$ cat config.mk
export PLATFORM = sky130hd
export DESIGN_NAME = uart_param_flat
export DESIGN_NICKNAME = d
export VERILOG_FILES = /design/src/rtl/uart_param_if.sv /design/src/rtl/uart_param.sv /design/src/flat_wrapper.sv
export SDC_FILE = /design/constraint.sdc
export NUM_CORES = 1
export LEC_CHECK = 0
export ABC_AREA = 1
export CAP_MARGIN = 25
export CORE_UTILIZATION = 45
export CTS_CLUSTER_SIZE = 25
export DETAILED_ROUTE_END_ITERATION = 8
export GPL_TIMING_DRIVEN = 0
export PLACE_DENSITY_LB_ADDON = 0.3
export SYNTH_ARGS = -nofsm -noshare
export SYNTH_HDL_FRONTEND = slang
export SYNTH_SLANG_ARGS = --single-unit
$ cat constraint.sdc
create_clock -name clk -period 4 [get_ports clk]
set_input_delay 1.2 -clock clk [delete_from_list [all_inputs] [get_ports clk]]
set_output_delay 1.2 -clock clk [all_outputs]
set_load 0.005 [all_outputs]
$ cat src/rtl/uart_param_if.sv
// Valid/ready byte streams between a UART and its user: TX toward the line, RX back from it.
interface uart_param_if #(
  parameter int DATA_BITS = 8
);
  logic [DATA_BITS-1:0] tx_data;
  logic                 tx_valid;
  logic                 tx_ready;
  logic [DATA_BITS-1:0] rx_data;
  logic                 rx_valid;
  logic                 rx_ready;
  logic                 rx_frame_err;
  logic                 rx_parity_err;
  logic                 rx_overrun;

  modport master (
    output tx_data, tx_valid, rx_ready,
    input  tx_ready, rx_data, rx_valid, rx_frame_err, rx_parity_err, rx_overrun
  );
  modport slave (
    input  tx_data, tx_valid, rx_ready,
    output tx_ready, rx_data, rx_valid, rx_frame_err, rx_parity_err, rx_overrun
  );
endinterface

$ cat src/rtl/uart_param.sv
// Parametrised full-duplex UART with oversampled, majority-voted receiver.
// Define UART_RX_FIFO_EN to buffer received frames in an RX_FIFO_DEPTH-entry FIFO.
module uart_param #(
  parameter int CLK_HZ        = 100000000,
  parameter int BAUD          = 115200,
  parameter int OVERSAMPLE    = 16,
  parameter int DATA_BITS     = 8,
  parameter int PARITY        = 0,
  parameter int STOP_BITS     = 1,
  parameter int LOOPBACK      = 0,
  parameter int RX_FIFO_DEPTH = 16
) (
  input  logic        clk,
  input  logic        rst_n,
  uart_param_if.slave bus,
  output logic        tx_out,
  input  logic        rx_in
);
  localparam int DIV = (CLK_HZ + BAUD*OVERSAMPLE/2) / (BAUD*OVERSAMPLE);
  localparam int T   = DIV * OVERSAMPLE;
  localparam int TW  = $clog2(T + 1);
  localparam int DW  = $clog2(DIV + 1);
  localparam int SW  = $clog2(OVERSAMPLE);

  // ---------------- transmitter ----------------
  typedef enum logic [2:0] {TX_IDLE, TX_START, TX_DATA, TX_PARITY, TX_STOP} tx_state_t;

  tx_state_t            tx_state_reg;
  logic [TW-1:0]        tx_cnt_reg;
  logic [3:0]           tx_bit_reg;
  logic [DATA_BITS-1:0] tx_shift_reg;
  logic                 tx_par_reg;
  logic                 tx_out_reg;
  logic                 tx_ready_reg;
  logic                 tx_bit_end;

  assign tx_bit_end   = (tx_cnt_reg == TW'(T - 1));
  assign tx_out       = tx_out_reg;
  assign bus.tx_ready = tx_ready_reg;

  always_ff @(posedge clk or negedge rst_n) begin
    if (!rst_n) begin
      tx_state_reg <= TX_IDLE;
      tx_cnt_reg   <= '0;
      tx_bit_reg   <= '0;
      tx_shift_reg <= '0;
      tx_par_reg   <= 1'b0;
      tx_out_reg   <= 1'b1;
      tx_ready_reg <= 1'b1;
    end else begin
      tx_cnt_reg <= tx_bit_end ? '0 : tx_cnt_reg + 1'b1;
      case (tx_state_reg)
        TX_IDLE: begin
          if (bus.tx_valid) begin
            tx_shift_reg <= bus.tx_data;
            tx_par_reg   <= (PARITY == 1) ? ~^bus.tx_data : ^bus.tx_data;
            tx_cnt_reg   <= '0;
            tx_bit_reg   <= '0;
            tx_out_reg   <= 1'b0;
            tx_ready_reg <= 1'b0;
            tx_state_reg <= TX_START;
          end
        end
        TX_START: begin
          if (tx_bit_end) begin
            tx_out_reg   <= tx_shift_reg[0];
            tx_shift_reg <= tx_shift_reg >> 1;
            tx_state_reg <= TX_DATA;
          end
        end
        TX_DATA: begin
          if (tx_bit_end) begin
            if (tx_bit_reg == 4'(DATA_BITS - 1)) begin
              tx_bit_reg <= '0;
              if (PARITY != 0) begin
                tx_out_reg   <= tx_par_reg;
                tx_state_reg <= TX_PARITY;
              end else begin
                tx_out_reg   <= 1'b1;
                tx_state_reg <= TX_STOP;
              end
            end else begin
              tx_out_reg   <= tx_shift_reg[0];
              tx_shift_reg <= tx_shift_reg >> 1;
              tx_bit_reg   <= tx_bit_reg + 1'b1;
            end
          end
        end
        TX_PARITY: begin
          if (tx_bit_end) begin
            tx_out_reg   <= 1'b1;
            tx_state_reg <= TX_STOP;
          end
        end
        TX_STOP: begin
          // Ready one cycle early so a waiting byte starts exactly T after the last stop bit began.
          if (tx_bit_reg == 4'(STOP_BITS - 1) && tx_cnt_reg == TW'(T - 2)) begin
            tx_ready_reg <= 1'b1;
            tx_state_reg <= TX_IDLE;
          end else if (tx_bit_end) begin
            tx_bit_reg <= tx_bit_reg + 1'b1;
          end
        end
        default: tx_state_reg <= TX_IDLE;
      endcase
    end
  end

  // ---------------- receiver ----------------
  typedef enum logic [2:0] {RX_IDLE, RX_START, RX_DATA, RX_PARITY, RX_STOP, RX_BREAK_WAIT} rx_state_t;

  rx_state_t            rx_state_reg;
  logic                 rx_sync1_reg, rx_sync2_reg, rx_prev_reg;
  logic [DW-1:0]        div_cnt_reg;
  logic [SW-1:0]        smp_cnt_reg;
  logic [1:0]           smp_reg;
  logic [3:0]           rx_bit_reg;
  logic [DATA_BITS-1:0] rx_shift_reg;
  logic                 rx_perr_reg;
  logic                 done_reg;
  logic                 done_ferr_reg;
  logic                 overrun_reg;
  logic                 rx_line, tick, smp_last, mid_tick, end_tick, vote, exp_par;

  assign rx_line  = (LOOPBACK != 0) ? tx_out_reg : rx_in;
  assign tick     = (div_cnt_reg == DW'(DIV - 1));
  assign smp_last = (smp_cnt_reg == SW'(OVERSAMPLE - 1));
  assign mid_tick = tick && (smp_cnt_reg == SW'(OVERSAMPLE/2 + 1));
  assign end_tick = tick && smp_last;
  // Third vote is the live sample taken on the decision tick itself.
  assign vote     = (smp_reg[0] & smp_reg[1]) | (smp_reg[0] & rx_sync2_reg) | (smp_reg[1] & rx_sync2_reg);
  assign exp_par  = (PARITY == 1) ? ~^rx_shift_reg : ^rx_shift_reg;
  assign bus.rx_overrun = overrun_reg;

  always_ff @(posedge clk or negedge rst_n) begin
    if (!rst_n) begin
      rx_sync1_reg  <= 1'b1;
      rx_sync2_reg  <= 1'b1;
      rx_prev_reg   <= 1'b1;
      div_cnt_reg   <= '0;
      smp_cnt_reg   <= '0;
      smp_reg       <= '0;
      rx_bit_reg    <= '0;
      rx_shift_reg  <= '0;
      rx_perr_reg   <= 1'b0;
      done_reg      <= 1'b0;
      done_ferr_reg <= 1'b0;
      rx_state_reg  <= RX_IDLE;
    end else begin
      rx_sync1_reg <= rx_line;
      rx_sync2_reg <= rx_sync1_reg;
      rx_prev_reg  <= rx_sync2_reg;
      div_cnt_reg  <= tick ? '0 : div_cnt_reg + 1'b1;
      done_reg     <= 1'b0;
      if (tick) begin
        smp_cnt_reg <= smp_last ? '0 : smp_cnt_reg + 1'b1;
        if (smp_cnt_reg == SW'(OVERSAMPLE/2 - 1)) smp_reg[0] <= rx_sync2_reg;
        if (smp_cnt_reg == SW'(OVERSAMPLE/2))     smp_reg[1] <= rx_sync2_reg;
      end
      case (rx_state_reg)
        RX_IDLE: begin
          if (rx_prev_reg && !rx_sync2_reg) begin
            smp_cnt_reg  <= '0;
            rx_perr_reg  <= 1'b0;
            rx_state_reg <= RX_START;
          end
        end
        RX_START: begin
          if (mid_tick && vote) begin
            rx_state_reg <= RX_IDLE;
          end else if (end_tick) begin
            rx_bit_reg   <= '0;
            rx_state_reg <= RX_DATA;
          end
        end
        RX_DATA: begin
          if (mid_tick) rx_shift_reg <= {vote, rx_shift_reg[DATA_BITS-1:1]};
          if (end_tick) begin
            if (rx_bit_reg == 4'(DATA_BITS - 1)) begin
              rx_state_reg <= (PARITY != 0) ? RX_PARITY : RX_STOP;
            end else begin
              rx_bit_reg <= rx_bit_reg + 1'b1;
            end
          end
        end
        RX_PARITY: begin
          if (mid_tick) rx_perr_reg <= vote ^ exp_par;
          if (end_tick) rx_state_reg <= RX_STOP;
        end
        RX_STOP: begin
          if (mid_tick) begin
            done_reg      <= 1'b1;
            done_ferr_reg <= ~vote;
            rx_state_reg  <= vote ? RX_IDLE : RX_BREAK_WAIT;
          end
        end
        RX_BREAK_WAIT: begin
          if (tick && rx_sync2_reg) rx_state_reg <= RX_IDLE;
        end
        default: rx_state_reg <= RX_IDLE;
      endcase
    end
  end

`ifdef UART_RX_FIFO_EN
  localparam int AW = $clog2(RX_FIFO_DEPTH);

  logic [DATA_BITS+1:0] fifo_mem [RX_FIFO_DEPTH];
  logic [AW-1:0]        wr_ptr_reg, rd_ptr_reg;
  logic [AW:0]          count_reg;
  logic [DATA_BITS+1:0] head;
  logic                 fifo_full, fifo_pop, fifo_push;

  assign fifo_full = (count_reg == RX_FIFO_DEPTH[AW:0]);
  assign fifo_pop  = (count_reg != '0) && bus.rx_ready;
  assign fifo_push = done_reg && (!fifo_full || fifo_pop);
  // Head read is combinational so the output falls through without an extra cycle.
  assign head      = (count_reg != '0) ? fifo_mem[rd_ptr_reg] : '0;

  assign bus.rx_valid      = (count_reg != '0);
  assign bus.rx_data       = head[DATA_BITS-1:0];
  assign bus.rx_frame_err  = head[DATA_BITS];
  assign bus.rx_parity_err = head[DATA_BITS+1];

  always_ff @(posedge clk) begin
    if (fifo_push) fifo_mem[wr_ptr_reg] <= {rx_perr_reg, done_ferr_reg, rx_shift_reg};
  end

  always_ff @(posedge clk or negedge rst_n) begin
    if (!rst_n) begin
      wr_ptr_reg  <= '0;
      rd_ptr_reg  <= '0;
      count_reg   <= '0;
      overrun_reg <= 1'b0;
    end else begin
      if (fifo_push) wr_ptr_reg <= wr_ptr_reg + 1'b1;
      if (fifo_pop)  rd_ptr_reg <= rd_ptr_reg + 1'b1;
      case ({fifo_push, fifo_pop})
        2'b10:   count_reg <= count_reg + 1'b1;
        2'b01:   count_reg <= count_reg - 1'b1;
        default: count_reg <= count_reg;
      endcase
      overrun_reg <= done_reg && fifo_full && !fifo_pop;
    end
  end
`else
  logic [DATA_BITS-1:0] rx_data_reg;
  logic                 rx_valid_reg, rx_ferr_out_reg, rx_perr_out_reg;

  assign bus.rx_valid      = rx_valid_reg;
  assign bus.rx_data       = rx_data_reg;
  assign bus.rx_frame_err  = rx_ferr_out_reg;
  assign bus.rx_parity_err = rx_perr_out_reg;

  always_ff @(posedge clk or negedge rst_n) begin
    if (!rst_n) begin
      rx_data_reg     <= '0;
      rx_valid_reg    <= 1'b0;
      rx_ferr_out_reg <= 1'b0;
      rx_perr_out_reg <= 1'b0;
      overrun_reg     <= 1'b0;
    end else begin
      overrun_reg <= 1'b0;
      if (done_reg) begin
        if (!rx_valid_reg || bus.rx_ready) begin
          rx_data_reg     <= rx_shift_reg;
          rx_ferr_out_reg <= done_ferr_reg;
          rx_perr_out_reg <= rx_perr_reg;
          rx_valid_reg    <= 1'b1;
        end else begin
          overrun_reg <= 1'b1;
        end
      end else if (rx_valid_reg && bus.rx_ready) begin
        rx_valid_reg <= 1'b0;
      end
    end
  end
`endif
endmodule

$ cat src/flat_wrapper.sv
// flat-port wrapper written by rule: the top's interface ports become plain ports
module uart_param_flat 
#(
  parameter int CLK_HZ        = 100000000,
  parameter int BAUD          = 115200,
  parameter int OVERSAMPLE    = 16,
  parameter int DATA_BITS     = 8,
  parameter int PARITY        = 0,
  parameter int STOP_BITS     = 1,
  parameter int LOOPBACK      = 0,
  parameter int RX_FIFO_DEPTH = 16
)
  (clk, rst_n, tx_out, rx_in, bus_tx_data, bus_tx_valid, bus_rx_ready, bus_tx_ready, bus_rx_data, bus_rx_valid, bus_rx_frame_err, bus_rx_parity_err, bus_rx_overrun);
  uart_param_if #(.DATA_BITS(DATA_BITS)) bus_i ();
  input  logic clk;
  input  logic rst_n;
  output logic tx_out;
  input  logic rx_in;
  input wire logic [$bits(bus_i.tx_data)-1:0] bus_tx_data;
  input wire logic [$bits(bus_i.tx_valid)-1:0] bus_tx_valid;
  input wire logic [$bits(bus_i.rx_ready)-1:0] bus_rx_ready;
  output wire logic [$bits(bus_i.tx_ready)-1:0] bus_tx_ready;
  output wire logic [$bits(bus_i.rx_data)-1:0] bus_rx_data;
  output wire logic [$bits(bus_i.rx_valid)-1:0] bus_rx_valid;
  output wire logic [$bits(bus_i.rx_frame_err)-1:0] bus_rx_frame_err;
  output wire logic [$bits(bus_i.rx_parity_err)-1:0] bus_rx_parity_err;
  output wire logic [$bits(bus_i.rx_overrun)-1:0] bus_rx_overrun;
  assign bus_i.tx_data = bus_tx_data;
  assign bus_i.tx_valid = bus_tx_valid;
  assign bus_i.rx_ready = bus_rx_ready;
  assign bus_tx_ready = bus_i.tx_ready;
  assign bus_rx_data = bus_i.rx_data;
  assign bus_rx_valid = bus_i.rx_valid;
  assign bus_rx_frame_err = bus_i.rx_frame_err;
  assign bus_rx_parity_err = bus_i.rx_parity_err;
  assign bus_rx_overrun = bus_i.rx_overrun;
  uart_param #(.CLK_HZ(CLK_HZ), .BAUD(BAUD), .OVERSAMPLE(OVERSAMPLE), .DATA_BITS(DATA_BITS), .PARITY(PARITY), .STOP_BITS(STOP_BITS), .LOOPBACK(LOOPBACK), .RX_FIFO_DEPTH(RX_FIFO_DEPTH)) u_core (.clk(clk), .rst_n(rst_n), .bus(bus_i), .tx_out(tx_out), .rx_in(rx_in));
endmodule
==> flow_summary_export.csv, run 1 <==
group,metric,value,unit
drt,via_count,2835,
global_routing,overflow,0,
timing,finalSetupViolations,0,
timing,tightest_slew,0.903,ns
cts,htree_levels,3,
finish,final_common_cell,"nand2_1",
power_and_ir_drop,power.total,2.20,mW
timing,whs,0.358,ns
global_routing,grt_pass1_vias,2599,
finish,drive_gt1_frac,0.131,
power_and_ir_drop,p_leak,2.02,nW
cts,cts.sinks,72,
finish,nets,508,
synthesis,synthTopCellsByArea,"dfrtp_1, nand2_1, inv_1, nand3_1, dfstp_2",
cts,cts_hold_buffers,0,
synthesis,yosysUniqueCellTypes,34,
finish,area_growth,14.8,%
die,dieArea,8740,um2
finish,largest_register_ffs,10,
worst_setup_path,start_kind,"flop",
placement,dp_slack,1.33,ns
power_and_ir_drop,power.density,508,nW/um2
global_routing,grtUsageTotal,0.166,
worst_setup_path,crit_type,"flop to output port",
worst_setup_path,cp-end-kind,"output port",
cts,insertion_delay,0.35,ns
cts,post_cts_buffers,0,
worst_setup_path,path_cells,"clkdlybuf4s50_1",
die,dieHeight,93.5,um
timing,min_period,2.58,ns
drt,viasPerCell,4.79,
synthesis,syn_nets,471,
finish,n_antenna_cell,0,
finish,utilization,0.545,
global_routing,grt_pass1_wl,11300,um
timing,finalMaxSlewViolations,0,
worst_setup_path,crit_slowest_cell,"dfstp_2",
cts,clk_pin_slew,0.09,ns
drt,firstDrtPassIters,4,
worst_setup_path,crit_end,"tx_out",
worst_setup_path,critical-path-max-stage-delay,0.54,ns
cts,cts_buffer_depth,2,
synthesis,synth_top_cell_area_share,0.445,
synthesis,syn_inst,448,
worst_setup_path,reg2reg_slack,2.36,ns
placement,portBuffers,26,
finish,n_fill_cell,745,
timing,fmax,388,MHz
synthesis,ys_warn_count,0,
global_routing,grt_antenna_before_repair,0,
drt,routed_wl,6540,um
die,num_io_pins,27,
timing,setup-tns-final,0,ns
worst_setup_path,r2r_start,"u_core.div_cnt_reg[1]",
finish,final_cell_mix,"nand2_1, dfrtp_1, inv_1, nor2_1, nand3_1",
die,start_util,0.475,
worst_setup_path,crit_required,2.80,ns
run,max_cap_viol_count,0,
timing,slew_headroom,0.398,
worst_setup_path,crit_fanout,2,
run_status,status,"complete, no violations",
drt,routedWlPerCell,11.0,um
synthesis,yosys_register_bits,72,
cts,cts_resized,0,
worst_setup_path,critical_path_cell_count,1,
cts,cts_root_buf,"clkbuf_8",
synthesis,synth_area_per_cell,8.40,um2
worst_setup_path,worst-r2r-cell-count,11,
timing,fin_worst_skew,0.0118,ns
placement,place_hpwl,4730,um
cts,numCtsBuffers,9,
worst_setup_path,crit_arrival,1.38,ns
die,core-area,7930,um2
synthesis,syn_area,3760,um2
min_path,min_path_type,"flop to flop",
worst_setup_path,rr_endpoint,"u_core.rx_state_reg[0]",
worst_setup_path,crit_buf_inv,1,
synthesis,yosysTopAreaCell,"dfrtp_1",
drt,drc,0,
timing,fin_crit_sh,0.644,
worst_setup_path,crit_start,"u_core.tx_out",
placement,gp_congestion,0.902,
synthesis,yosysSeqAreaShare,0.480,
cts,cts_tree,"done",
timing,worst_slack,1.42,ns
timing,rsz0062_at_grt,"false",
drt,drtIter0Drc,98,
die,die_width,93.5,um
die,rows,32,
power_and_ir_drop,max-vdd-ir-drop,0.256,mV
timing,hold_viol,0,
worst_setup_path,cp_top_family,"flip-flops",
global_routing,grt_max_degree,73,
drt,ant_nets,0,
through the flow:
step	instance area, um2	std cells
3_5_place_dp	4150	576
4_1_cts	4320	592
5_1_grt	4320	592
6_report	4320	592
2_1_floorplan	3760	448
3_3_place_gp	4150	576
where the power goes:
| part | internal (mW) | total, mW | switching (mW) |
|---|---|---|---|
| sequential | 0.840 | 0.925 | 0.0853 |
| clock | 0.224 | 0.503 | 0.278 |
| combinational | 0.300 | 0.769 | 0.469 |
how the worst min path moves through the flow:
stage,startpoint,endpoint,slack (ns),depth (start not counted)
after floorplan,u_core.rx_sync1_reg,u_core.rx_sync2_reg,0.35,0
after global placement,u_core.rx_sync1_reg,u_core.rx_sync2_reg,0.35,0
after detailed placement,u_core.rx_sync1_reg,u_core.rx_sync2_reg,0.35,0
after CTS,u_core.rx_sync1_reg,u_core.rx_sync2_reg,0.36,0
after global routing,u_core.rx_sync1_reg,u_core.rx_sync2_reg,0.36,0
final,u_core.rx_sync1_reg,u_core.rx_sync2_reg,0.36,0
Yosys cell counts (all sizes together):
master	n
nand2	157
dfrtp	67
inv	52
o21ai	39
nor2	36
nand3	33
ha	10
a21oi	7
mux2i	7
nand4	7
nor3	7
xor2	6
dfstp	5
buf	3
nand3b	3
nor3b	3
xnor2	2
a211oi	1
clkbuf	1
mux2	1
o21bai	1
logic make-up after synthesis:
kind of cell,Yosys count,synth area share
buffers and inverters,56,0.0618
and+or+nand+nor,246,0.313
xor gates and xnor gates,8,0.0186
muxes,8,0.0216
DFF,72,0.480
adders and majority gates,10,0.0332
AOI/OAI and AO/OA,48,0.0711
cell type report:
type                            count  area [um2]  area share
Buffer                              4        37.5     0.00869
Clock buffer                        9         124      0.0287
Clock inverter                      7        47.5      0.0110
Inverter                           52         195      0.0452
Multi-Input combinational cell    320        1720       0.399
Sequential cell                    72        1810       0.418
Tap cell                          102         128      0.0295
Timing Repair Buffer               26         258      0.0596
metal layers:
layer  vias up  wire length (um)  global-route usage
li1       1503                 -                   -
met1      1298              3130               0.207
met2        30              3160               0.273
met3         4               208              0.0512
met4         0                38              0.0526
met5         -                 0                   0
Note: power is estimated with default switching activity, not from simulation.
==> run 2: changes to the inputs <==
- clock period: 4 -> 2.65 ns (I/O delays scaled with it)
==> results of run 2 <==
Same layout as run 1 (identical final DEF). Status: complete, no violations.
Main changes from that run: setup slack after placement 1.33 ns -> 0.382 ns; setup slack after layout 1.42 ns -> 0.477 ns; register-to-register setup slack 2.36 ns -> 1.01 ns; total power 2.20 mW -> 3.32 mW; worst IR drop on VDD 0.256 mV -> 0.387 mV
